==> src/rtl/fetch_pkg.sv <==
`default_nettype none
// ============================================================================
// Module      : fetch_pkg
// Description : Shared constants and state encodings for the instruction
//               fetch controller.
// Revision    : 1.0 - initial release
// ============================================================================
package fetch_pkg;

    localparam int          c_XLEN      = 32;
    localparam logic [31:0] c_NOP_INSTR = 32'h0000_0013;  // addi x0,x0,0

    // Fetch FSM state encodings
    localparam int         c_STATE_W = 3;
    localparam logic [2:0] S_REQ     = 3'd0;  // ready to issue a request
    localparam logic [2:0] S_WAIT    = 3'd1;  // request accepted, awaiting response
    localparam logic [2:0] S_HOLD    = 3'd2;  // response parked while decode stalls
    localparam logic [2:0] S_DROP    = 3'd3;  // discard the response of a flushed fetch
    localparam logic [2:0] S_FAULT   = 3'd4;  // fetch fault taken, wait for redirect

endpackage : fetch_pkg
`default_nettype wire

==> src/rtl/fetch_skid_buf.sv <==
`default_nettype none
// ============================================================================
// Module      : fetch_skid_buf
// Description : Single-entry hold buffer for a fetch response (pc, raw
//               instruction and bus error) captured while decode is stalled.
// Revision    : 1.0 - initial release
// ============================================================================
module fetch_skid_buf #(
    parameter int XLEN = 32
) (
    input  logic            clk,
    input  logic            i_reset_n,
    input  logic            i_load,
    input  logic            i_clear,
    input  logic [XLEN-1:0] i_pc,
    input  logic [XLEN-1:0] i_instr,
    input  logic            i_err,
    output logic            o_valid,
    output logic [XLEN-1:0] o_pc,
    output logic [XLEN-1:0] o_instr,
    output logic            o_err
);

    logic            r_valid;
    logic [XLEN-1:0] r_pc;
    logic [XLEN-1:0] r_instr;
    logic            r_err;

    // Capture on load, empty on clear; clear wins so a flush can never leave a stale entry.
    always_ff @(posedge clk or negedge i_reset_n) begin
        if (!i_reset_n) begin
            r_valid <= 1'b0;
            r_pc    <= '0;
            r_instr <= '0;
            r_err   <= 1'b0;
        end else if (i_clear) begin
            r_valid <= 1'b0;
            r_err   <= 1'b0;
        end else if (i_load) begin
            r_valid <= 1'b1;
            r_pc    <= i_pc;
            r_instr <= i_instr;
            r_err   <= i_err;
        end
    end

    assign o_valid = r_valid;
    assign o_pc    = r_pc;
    assign o_instr = r_instr;
    assign o_err   = r_err;

endmodule : fetch_skid_buf
`default_nettype wire

==> src/rtl/if_fetch_ctrl.sv <==
`default_nettype none
// ============================================================================
// Module      : if_fetch_ctrl
// Description : Instruction fetch controller. Issues one instruction-memory
//               request per PC, advances the PC register on acceptance or
//               redirect, and presents a registered pc/instr/fault entry to
//               the IF/ID boundary with stall, flush and fault handling.
// Revision    : 1.0 - initial release
// ============================================================================
module if_fetch_ctrl
    import fetch_pkg::*;
#(
    parameter int              XLEN      = c_XLEN,
    parameter logic [XLEN-1:0] NOP_INSTR = XLEN'(c_NOP_INSTR)
) (
    input  logic            clk,
    input  logic            reset,
    input  logic [XLEN-1:0] pc_in,
    output logic            pc_en,
    input  logic            flush,
    input  logic            id_stall,
    output logic            imem_req_valid,
    input  logic            imem_req_ready,
    output logic [XLEN-1:0] imem_req_addr,
    input  logic            imem_rsp_valid,
    input  logic [XLEN-1:0] imem_rsp_data,
    input  logic            imem_rsp_err,
    output logic            if_valid,
    output logic [XLEN-1:0] if_pc,
    output logic [XLEN-1:0] if_instr,
    output logic            if_fault
);

    logic [c_STATE_W-1:0] r_state;
    logic [c_STATE_W-1:0] w_state_nxt;
    logic [XLEN-1:0]      r_req_pc;

    logic                 r_if_valid;
    logic [XLEN-1:0]      r_if_pc;
    logic [XLEN-1:0]      r_if_instr;
    logic                 r_if_fault;

    logic                 w_misaligned;
    logic                 w_handshake;
    logic                 w_if_load;
    logic [XLEN-1:0]      w_if_pc_d;
    logic [XLEN-1:0]      w_if_instr_d;
    logic                 w_if_fault_d;
    logic                 w_buf_load;
    logic                 w_buf_clear;
    logic                 w_buf_valid;
    logic [XLEN-1:0]      w_buf_pc;
    logic [XLEN-1:0]      w_buf_instr;
    logic                 w_buf_err;

    // Requests only go out for word-aligned PCs; reset gating keeps the bus quiet during reset.
    assign w_misaligned   = (pc_in[1:0] != 2'b00);
    assign imem_req_valid = reset && (r_state == S_REQ) && !flush && !w_misaligned;
    assign imem_req_addr  = pc_in;
    assign w_handshake    = imem_req_valid && imem_req_ready;
    assign pc_en          = w_handshake || (reset && flush);

    // State register and the PC of the single outstanding request.
    always_ff @(posedge clk or negedge reset) begin
        if (!reset) begin
            r_state  <= S_REQ;
            r_req_pc <= '0;
        end else begin
            r_state <= w_state_nxt;
            if (w_handshake) begin
                r_req_pc <= pc_in;
            end
        end
    end

    // Next-state, IF/ID load selection and hold-buffer control; flush dominates every state.
    always_comb begin
        w_state_nxt  = r_state;
        w_if_load    = 1'b0;
        w_if_pc_d    = r_req_pc;
        w_if_instr_d = NOP_INSTR;
        w_if_fault_d = 1'b0;
        w_buf_load   = 1'b0;
        w_buf_clear  = 1'b0;
        case (r_state)
            S_REQ: begin
                if (!flush) begin
                    if (w_handshake) begin
                        w_state_nxt = S_WAIT;
                    end else if (w_misaligned && !id_stall) begin
                        w_if_load    = 1'b1;
                        w_if_pc_d    = pc_in;
                        w_if_fault_d = 1'b1;
                        w_state_nxt  = S_FAULT;
                    end
                end
            end
            S_WAIT: begin
                if (flush) begin
                    // A response landing with the flush is the stale one; nothing left to drop.
                    w_state_nxt = imem_rsp_valid ? S_REQ : S_DROP;
                end else if (imem_rsp_valid) begin
                    if (id_stall) begin
                        w_buf_load  = 1'b1;
                        w_state_nxt = S_HOLD;
                    end else begin
                        w_if_load    = 1'b1;
                        w_if_instr_d = imem_rsp_err ? NOP_INSTR : imem_rsp_data;
                        w_if_fault_d = imem_rsp_err;
                        w_state_nxt  = imem_rsp_err ? S_FAULT : S_REQ;
                    end
                end
            end
            S_HOLD: begin
                if (flush) begin
                    w_buf_clear = 1'b1;
                    w_state_nxt = S_REQ;
                end else if (!id_stall && w_buf_valid) begin
                    w_if_load    = 1'b1;
                    w_if_pc_d    = w_buf_pc;
                    w_if_instr_d = w_buf_err ? NOP_INSTR : w_buf_instr;
                    w_if_fault_d = w_buf_err;
                    w_buf_clear  = 1'b1;
                    w_state_nxt  = w_buf_err ? S_FAULT : S_REQ;
                end
            end
            S_DROP: begin
                // The discarded response retires the only outstanding request, even under
                // a further flush, so the FSM cannot wait forever for a second response.
                if (imem_rsp_valid) begin
                    w_state_nxt = S_REQ;
                end
            end
            S_FAULT: begin
                if (flush) begin
                    w_state_nxt = S_REQ;
                end
            end
            default: begin
                w_state_nxt = S_REQ;
            end
        endcase
    end

    // IF/ID boundary: flush kills, stall holds, otherwise load an entry or insert a bubble.
    always_ff @(posedge clk or negedge reset) begin
        if (!reset) begin
            r_if_valid <= 1'b0;
            r_if_pc    <= '0;
            r_if_instr <= NOP_INSTR;
            r_if_fault <= 1'b0;
        end else if (flush) begin
            r_if_valid <= 1'b0;
            r_if_instr <= NOP_INSTR;
            r_if_fault <= 1'b0;
        end else if (w_if_load) begin
            r_if_valid <= 1'b1;
            r_if_pc    <= w_if_pc_d;
            r_if_instr <= w_if_instr_d;
            r_if_fault <= w_if_fault_d;
        end else if (!id_stall) begin
            r_if_valid <= 1'b0;
            r_if_instr <= NOP_INSTR;
            r_if_fault <= 1'b0;
        end
    end

    fetch_skid_buf #(
        .XLEN (XLEN)
    ) u_skid_buf (
        .clk       (clk),
        .i_reset_n (reset),
        .i_load    (w_buf_load),
        .i_clear   (w_buf_clear),
        .i_pc      (r_req_pc),
        .i_instr   (imem_rsp_data),
        .i_err     (imem_rsp_err),
        .o_valid   (w_buf_valid),
        .o_pc      (w_buf_pc),
        .o_instr   (w_buf_instr),
        .o_err     (w_buf_err)
    );

    assign if_valid = r_if_valid;
    assign if_pc    = r_if_pc;
    assign if_instr = r_if_instr;
    assign if_fault = r_if_fault;

endmodule : if_fetch_ctrl
`default_nettype wire
==> config.mk <==
export PLATFORM = sky130hd
export DESIGN_NAME = if_fetch_ctrl
export DESIGN_NICKNAME = d
export VERILOG_FILES = /design/src/rtl/fetch_pkg.sv /design/src/rtl/fetch_skid_buf.sv /design/src/rtl/if_fetch_ctrl.sv
export SDC_FILE = /design/constraint.sdc
export NUM_CORES = 1
export LEC_CHECK = 0
export CAP_MARGIN = 0
export CORE_ASPECT_RATIO = 0.6
export CORE_MARGIN = 2
export CORE_UTILIZATION = 51
export DETAILED_ROUTE_END_ITERATION = 10
export GPL_TIMING_DRIVEN = 0
export PLACE_DENSITY = 0.89
export SYNTH_ARGS = -nofsm -noshare
export SYNTH_HDL_FRONTEND = slang
export SYNTH_HIERARCHICAL = 1
export SYNTH_SLANG_ARGS = --single-unit
==> constraint.sdc <==
create_clock -name clk -period 2.9 [get_ports clk]
set_input_delay 0.58 -clock clk [delete_from_list [all_inputs] [get_ports clk]]
set_output_delay 0.58 -clock clk [all_outputs]
set_load 0.03 [all_outputs]
# Word-level counts from Yosys, hierarchy flattened
# Index checks and enable logic that the tools add are counted.
dict set report op_classes {
  n_bitwise 2
  reduce_logical 17
  n_eq_ne 11
  n_mux 55
}
# op n
set op_table {}
lappend op_table {{$mux W32} 11}
lappend op_table {{$pmux W32 S2} 2}
lappend op_table {{$mux W3} 12}
lappend op_table {{$mux W1} 26}
lappend op_table {{$pmux W3 S5} 1}
lappend op_table {{$logic_and A1 B1 Y1} 7}
lappend op_table {{$eq A3 B2 Y1 const B} 2}
lappend op_table {{$ne A2 B2 Y1 const B} 3}
lappend op_table {{$ne A3 B2 Y1 const B} 2}
lappend op_table {{$ne A3 B3 Y1 const B} 2}
lappend op_table {{$pmux W1 S3} 2}
lappend op_table {{$reduce_and A6 Y1} 1}
lappend op_table {{$reduce_and A2 Y1} 2}
lappend op_table {{$reduce_bool A2 Y1} 2}
lappend op_table {{$eq A3 B1 Y1 const B} 1}
lappend op_table {{$eq A3 B3 Y1 const B} 1}
lappend op_table {{$logic_not A1 Y1} 3}
lappend op_table {{$logic_not A3 Y1} 1}
lappend op_table {{$mux W2} 1}
lappend op_table {{$not A1 Y1} 2}
lappend op_table {{$logic_or A1 B1 Y1} 1}
dict set report totals {
  reg_bits 167
  out_inout_bits 100
  input_bits 71
}

# Logic depth before layout (Yosys ltp)
# Gate-level depths: netlist of the first run.
dict set report depth {
  word_depth 10
  mapped_depth 10
  mapped_depth_nobuf 5
}

# Hierarchy
# The synthesis of the first run kept the hierarchy.
# module cells_per_inst seq_area_each_um2 area_each_um2 instances
set modules_own_cells {}
lappend modules_own_cells {if_fetch_ctrl 477 2531.2 4860.9 1}
lappend modules_own_cells {fetch_skid_buf 142 1651.6 2772.7 1}

# Least setup slack after synthesis of the first run
# OpenSTA, ideal clock, no wires.
dict set report synth_path {
  kind {input -> register}
  startpoint {in flush}
  endpoint {reg u_skid_buf.r_instr[0] (netlist: u_skid_buf/o_instr[0])}
  t_required_ns 2.775
  n_path_buf 5
  setup_slack_ns 0.457
  setup_ns 0.125
  path_stages 10
  t_arrival_ns 2.318
  cell_sequence {clkbuf_1 nor2b_1 clkbuf_1 clkbuf_1 nand2_1 nor2_1 nor2b_4 buf_12 buf_12 mux2_4}
}
dict set report synth_via {
  elab_cells_between_ends 6
  cone_classes {mux (4); bitwise (1); reduce/logical (1)}
}
# element line
set synth_rtl {}
lappend synth_rtl {{start, declared} if_fetch_ctrl.sv:20} ;# input logic flush,
lappend synth_rtl {{$mux W1} if_fetch_ctrl.sv:99} ;# if (flush) begin
lappend synth_rtl {{$mux W1} if_fetch_ctrl.sv:85} ;# case (r_state)
lappend synth_rtl {{named net w_buf_load} if_fetch_ctrl.sv:49} ;# logic w_buf_load;
lappend synth_rtl {{$reduce_and A2 Y1 (no source line)} -}
lappend synth_rtl {{end signal, assigned} fetch_skid_buf.sv:42} ;# r_instr <= i_instr;
lappend synth_rtl {{end, declared} fetch_skid_buf.sv:26} ;# logic [XLEN-1:0] r_instr;
# The timed path passes the listed nets, and every way through them passes these cells.
# A chain may end at the register's enable or synchronous reset.

# Worst setup path in the final report of the first run
dict set report layout_path {
  startpoint {in pc_in[1]}
  endpoint {out pc_en}
}
dict set report layout_via {
  elab_chain_len 5
}
# element line
set layout_lines {}
lappend layout_lines {{start, declared} if_fetch_ctrl.sv:18} ;# input logic [XLEN-1:0] pc_in,
lappend layout_lines {{$reduce_bool A2 Y1} if_fetch_ctrl.sv:57} ;# assign w_misaligned = (pc_in[1:0] != 2'b00);
lappend layout_lines {{$logic_not A1 Y1} if_fetch_ctrl.sv:58} ;# assign imem_req_valid = reset && (r_state == S_REQ) && !flush && !w_misaligned;
lappend layout_lines {{$logic_and A1 B1 Y1} if_fetch_ctrl.sv:58}
lappend layout_lines {{$logic_and A1 B1 Y1} if_fetch_ctrl.sv:60} ;# assign w_handshake = imem_req_valid && imem_req_ready;
lappend layout_lines {{$logic_or A1 B1 Y1} if_fetch_ctrl.sv:61} ;# assign pc_en = w_handshake || (reset && flush);
lappend layout_lines {{end, declared} if_fetch_ctrl.sv:19} ;# output logic pc_en,
# No other way between the ends.

==> results.yml, run 1 <==
status:
  status: "completed"
logic_synthesis:
  synthSimpleGateAreaFrac: 0.0790
  synth_top_family_by_area: "multiplexers"
  synth_fp_nets: 690
  yosys.area.top_type: "dfrtp_1"
  yosys_warnings: 6
  synthXorXnorAreaFrac: 0
  synth_mux_area_frac: 0.175
  yosys-top-cells-area: "dfrtp_1, mux2_4, a22oi_1"
  yosysMostFrequentCell: "dfrtp_1"
  ys_top_cells_by_count: "dfrtp_1, nand2_1, a22oi_1"
  yosysUniqueCellTypes: 40
  synthAdderAreaFrac: 0
  synth_compound_area_frac: 0.122
  avgSynthCellArea_sq_um: 12.3
  synthArstFlopShare: 1.00
  synth_top_flop_cell: "dfrtp_1"
  syn_inst: 619
  synth_edf_count: 0
  ys_seq_elements: 167
  yosysSeqAreaShare: 0.548
  syn-cell-area_sq_mm: 0.00763
  synth_top_area_share: 0.538
pwr:
  p_leak_nw: 4.51
  power_switching_mw: 2.86
  ir_drop_mv: 0.530
  p_int_mw: 5.84
  clkPwrFrac: 0.278
  power_frac_comb: 0.320
  seq_power_share: 0.402
  power_switching_share: 0.329
  power_mw: 8.70
  powerDensity_mw_per_mm2: 838
worst_setup_path:
  critical_path.cell_chain: "clkdlybuf4s50_1 -> nor4b_2 -> and2_4 -> nand2b_4 -> buf_4 -> nand2_1 -> clkbuf_4"
  reg2reg_slack_ps: 430
  crit_start: "pc_in[1]"
  cp.required_ps: 2320
  crit_fanout: 10
  cp-end-kind: "primary output"
  max_stage_delay_ps: 510
  critical_path_class: "in -> out"
  cp.buffers_inverters: 3
  critPathLaunchType: "input pin"
  crit_arrival_ps: 2240
  r2r_start: "r_state[2]$_DFFE_PN0P_"
  rr_endpoint: "u_skid_buf/o_instr[27]$_DFFE_PN0P_"
  worst_r2r_path_depth: 8
  critPathTopFamily: "buffers and inverters"
  crit_slowest_cell: "clkdlybuf4s50_1"
  cp.depth: 7
  timing.critical_path.to: "pc_en"
sta:
  fin_hold_ws_ps: 124
  worst_clock_skew_ps: 14.1
  grt_setup_unrepaired: "no"
  fin_ws_ps: 76.2
  setup_viol: 0
  slew_violations: 0
  worst_slew_pin_slew_ps: 649
  hold_viol_final: 0
  fmax_mhz: 354
  finalCritPeriodShare: 0.974
  post-route-min-period_ps: 2820
  maxSlewHeadroom: 0.567
floorplan:
  core_sq_mm: 0.0145
  rows: 34
  start_util: 0.525
  die_h_microns: 98.8
  die_area_sq_mm: 0.0160
  die_x_microns: 162
  ios: 171
final_layout:
  fin_nets: 884
  area_growth_pct: 36.1
  final_area_sq_mm: 0.0104
  diodes: 0
  drive_gt1_frac: 0.240
cts:
  cts.clk_slew.worst_paths_ps: 60
  cts_tree: "done"
  numClockSinks: 167
  cts-root-buf: "clkbuf_16"
  clockBufferDepth: 2
  cts_max_level: 4
  clock_latency_ps: 420
  cts_setup_buffers: 0
  cts_buffers: 17
routing:
  wl_microns: 20200
  post_drt_wl_per_cell_microns: 19.7
  drtAntennaViolNets: 0
  via_count: 5777
  dr.pass1.iters: 5
  drc: 0
  drt-met1-wl_microns: 9280
  drt_iter0_drc: 423
  via_per_inst: 5.64
  dr_wl_met2_microns: 9300
  dr_wl_met3_microns: 1210
  top_layer_used: "met4"
grt:
  grt_pass1_wl_microns: 31400
  grt_max_degree: 52
  grt_overflow_total: 0
  grt_pass1_vias: 5843
  antenna_found_initial: 0
  grt_usage: 0.250
placement:
  portBuffers: 169
  place_congestion: 0.833
  place_ws_ps: -1130
  dp_hpwl_microns: 13100
  placed_cell_area_sq_mm: 0.00961
run:
  maxCapViolCount: 0
min_path:
  hp-class: "in -> async"
[state kept, by name, indices dropped and copies added (netlist names)]
signal              cells
if_pc                  32
r_req_pc               32
u_skid_buf/o_pc        32
u_skid_buf/o_instr     32
r_state                 3
if_fault                1
if_valid                1
u_skid_buf/o_err        1
u_skid_buf/o_valid      1
if_instr               32
[per-layer routing]
metal,vias to the layer above,track usage
li1,2578,-
met1,2927,0.369
met2,237,0.379
met3,35,0.0446
met4,0,0.0810
met5,-,0
[power by group through the flow]
stage	Combinational, mW	Sequential [mW]	Clock (mW)
CTS	2.77	3.47	2.44
global route	2.97	3.57	2.55
finish	2.78	3.50	2.42
global placement	2.65	3.46	0
floorplan	1.28	3.86	0
detailed placement	2.73	3.49	0
[cell type report]
type / count / area [sq um]
fillers: 1013 / 4160
plain buffers: 73 / 576
well taps: 198 / 248
inverters: 1 / 3.75
clock inverters: 13 / 194
flip-flops and latches: 167 / 4180
multi-input cells: 376 / 2890
clock buffers: 19 / 433
repair buffers: 177 / 1860
[what timing repair did]
item                                    CTS  global route
hold buffers                              0             5
cloned                                    2             0
endpoints found under the setup margin   62            62
hold endpoints to repair                  0             2
pin swaps                                 1             0
gates resized for setup                  13             6
[cell families (layout without fill, tap and decap cells)]
kind of cell    after synthesis  in the layout
flops                       167            167
simple gates                138            138
compound gates              139            139
mux                          99             99
buf+inv                      76            283
[layout by cell type (no fill, tap or decap), drive strengths merged]
cell type      Yosys  final
a211o              1      1
a21o               1      1
a21oi              5      5
a22o               1      1
a22oi             61     61
a31o               1      1
a31oi             34     34
and2               3      3
and3               1      1
buf               52     55
bufbuf             0      2
bufinv             0      4
clkbuf            23     41
clkdlybuf4s50      0    165
clkinv             0      1
clkinvlp           0      4
dfrtp            164    164
dfstp              3      3
dlygate4sd3        0      4
dlymetal6s2s       0      2
inv                1      5
mux2              96     96
mux2i              3      3
nand2             67     67
nand2b             7      7
nand3              1      1
nor2              45     45
nor2b              5      5
nor3               3      3
nor4b              1      1
o21ai             29     29
o221ai             1      1
o22ai              4      4
o32ai              1      1
or2                1      1
or3                3      3
or3b               1      1
[worst min path at each step]
| stage | end | slack (ps) | cells after the start |
|---|---|---|---|
| after floorplan | if_fault$_DFFE_PN0P_ | 280 | 0 |
| after global placement | if_valid$_DFFE_PN0P_ | 460 | 2 |
| after detailed placement | if_instr[9]$_DFFE_PN0P_ | 470 | 2 |
| after CTS | if_pc[5]$_DFFE_PN0P_ | 2 | 1 |
| after global routing | u_skid_buf/o_instr[29]$_DFFE_PN0P_ | 120 | 2 |
| final | if_instr[30]$_DFFE_PN0P_ | 120 | 2 |
[stage by stage]
step / cells / util / TNS, ps
floorplan: 619 / - / 0
global placement: 986 / 0.658 / -1153080
detailed placement: 987 / 0.660 / -43520
CTS: 1020 / 0.710 / 0
global route: 1024 / 0.714 / 0
finish: 1024 / 0.714 / 0
Power figures use the tool's default switching activity.
==> run 2: changes to the inputs <==
--- a/config.mk
+++ b/config.mk
@@ -11,7 +11,7 @@
 export CORE_UTILIZATION = 51
 export DETAILED_ROUTE_END_ITERATION = 10
 export GPL_TIMING_DRIVEN = 0
-export PLACE_DENSITY = 0.89
+export PLACE_DENSITY_LB_ADDON = 0.12
 export SYNTH_ARGS = -nofsm -noshare
 export SYNTH_HDL_FRONTEND = slang
 export SYNTH_HIERARCHICAL = 1
==> run 2 against run 1 <==
  * Routed wire length fell by 4.2%
  * Final cell count shrank 0.29%
  * Hold slack got worse by 110 ps
  * Non-clock buffer count down 3
  * Critical path depth shrank 4
  * Setup slack improved by 80 ps
  * Critical endpoint is now imem_req_valid
==> results.yml, run 2 (synthesized netlist as in run 1, its figures left out) <==
grt:
  grt_pass1_wl_microns: 30800
  antenna_found_initial: 0
  grt_overflow_total: 0
  grt_pass1_vias: 5846
  grt_usage: 0.246
  grt_max_degree: 62
routing:
  wl_microns: 19300
  post_drt_wl_per_cell_microns: 18.9
  drc: 0
  drt_iter0_drc: 372
  dr.pass1.iters: 5
  via_count: 5644
  drtAntennaViolNets: 0
  via_per_inst: 5.53
floorplan:
  core_sq_mm: 0.0145
  rows: 34
  die_area_sq_mm: 0.0160
  ios: 171
  die_x_microns: 162
  die_h_microns: 98.8
  start_util: 0.525
run:
  maxCapViolCount: 0
worst_setup_path:
  critical_path_class: "reg -> out"
  crit_arrival_ps: 2160
  worst_r2r_path_depth: 8
  critical_path.cell_chain: "or3_4 -> nor2b_1 -> clkdlybuf4s50_1"
  reg2reg_slack_ps: 440
  cp.required_ps: 2320
  crit_slowest_cell: "clkdlybuf4s50_1"
  cp-end-kind: "primary output"
  max_stage_delay_ps: 700
  rr_endpoint: "u_skid_buf/o_instr[15]$_DFFE_PN0P_"
  critPathLaunchType: "register"
  r2r_start: "r_state[2]$_DFFE_PN0P_"
  crit_fanout: 7
placement:
  dp_hpwl_microns: 13000
  place_congestion: 0.818
  place_ws_ps: -1090
  portBuffers: 169
pwr:
  ir_drop_mv: 0.466
  p_leak_nw: 4.50
  clkPwrFrac: 0.271
  p_int_mw: 5.75
  seq_power_share: 0.407
  power_switching_mw: 2.82
  powerDensity_mw_per_mm2: 828
  power_frac_comb: 0.322
  power_switching_share: 0.329
sta:
  fin_setup_tns_ps: 0
  fmax_mhz: 364
  maxSlewHeadroom: 0.600
  fin_ws_ps: 156
  post-route-min-period_ps: 2740
  setup_viol: 0
  slew_violations: 0
  worst_slew_pin_slew_ps: 600
  grt_setup_unrepaired: "no"
  hold_viol_final: 0
  worst_clock_skew_ps: 13.7
  finalCritPeriodShare: 0.946
cts:
  clockBufferDepth: 2
  cts_setup_buffers: 0
  cts-root-buf: "clkbuf_16"
  clock_latency_ps: 420
  numClockSinks: 167
  cts.clk_slew.worst_paths_ps: 70
  cts_buffers: 17
  cts_tree: "done"
  cts_max_level: 4
min_path:
  hp-class: "in -> async"
final_layout:
  diodes: 0
  final_cell_mix: "dfrtp_1, clkdlybuf4s50_1, nand2_1, a22oi_1, mux2_4"
  area_growth_pct: 35.6
  fin_nets: 881
  multiInputGateArea_sq_mm: 0.00289
  fillerInstances: 1049
  drive_gt1_frac: 0.242
  seq_area_sq_mm: 0.00418
status:
  status: "completed"
==> run 2: worst max path at each step <==
stage                           startpoint                                end  slack (ps)
floorplan                            flush  u_skid_buf/o_instr[0]$_DFFE_PN0P_         460
global placement                     reset                              pc_en       -6200
detailed placement                   reset                              pc_en       -1090
CTS                               pc_in[0]                              pc_en         -20
global route        r_state[2]$_DFFE_PN0P_                     imem_req_valid         100
finish              r_state[2]$_DFFE_PN0P_                     imem_req_valid         160
==> run 2: power groups by stage <==
stage | clock network, mW | logic, mW | registers [mW]
after global routing | 2.46 | 2.96 | 3.57
after detailed placement | 0 | 2.73 | 3.51
final | 2.32 | 2.76 | 3.49
after CTS | 2.35 | 2.77 | 3.48
after floorplan | 0 | 1.28 | 3.86
after global placement | 0 | 2.65 | 3.46
==> run 2: cell type report <==
| cell class | count | area share |
|---|---|---|
| repair buffers | 174 | 0.179 |
| flip-flops and latches | 167 | 0.404 |
| clock inverters | 13 | 0.0162 |
| multi-input cells | 376 | 0.279 |
| clock buffers | 19 | 0.0418 |
| well taps | 198 | 0.0239 |
| plain buffers | 73 | 0.0554 |
| inverters | 1 | 0.000363 |
==> run 2: through the flow <==
stage | utilization | hold slack, ps | instances | instance area [sq um] | total power, mW
global placement | 0.658 | 458 | 986 | 9570 | 6.11
detailed placement | 0.660 | 472 | 987 | 9610 | 6.23
CTS | 0.708 | 47.6 | 1020 | 10300 | 8.59
finish | 0.711 | 11.9 | 1021 | 10300 | 8.57
floorplan | - | 284 | 619 | 7630 | 5.14
global route | 0.711 | 2.51 | 1021 | 10300 | 8.99
==> run 2: worst max-delay path, delay by kind of cell, from the launching register on <==
kind                   cells  cell delay (ps)
buffers and inverters      1              700
and+or+nand+nor            2              590
DFF                        1              460
==> run 2: routing by layer <==
| layer | vias up | global-route usage | routed length, microns |
|---|---|---|---|
| li1 | 2568 | - | - |
| met1 | 2841 | 0.363 | 9230 |
| met2 | 222 | 0.374 | 8730 |
| met3 | 13 | 0.0581 | 1230 |
| met4 | 0 | 0.0565 | 132 |
| met5 | - | 0 | 0 |
==> run 2: what timing repair did <==
item | CTS | global route
cloned | 2 | 1
endpoints found under the hold margin | 0 | 24
endpoints found under the setup margin | 62 | 63
hold buffers | 0 | 1
resized for setup | 12 | 6
pin swaps | 0 | 1
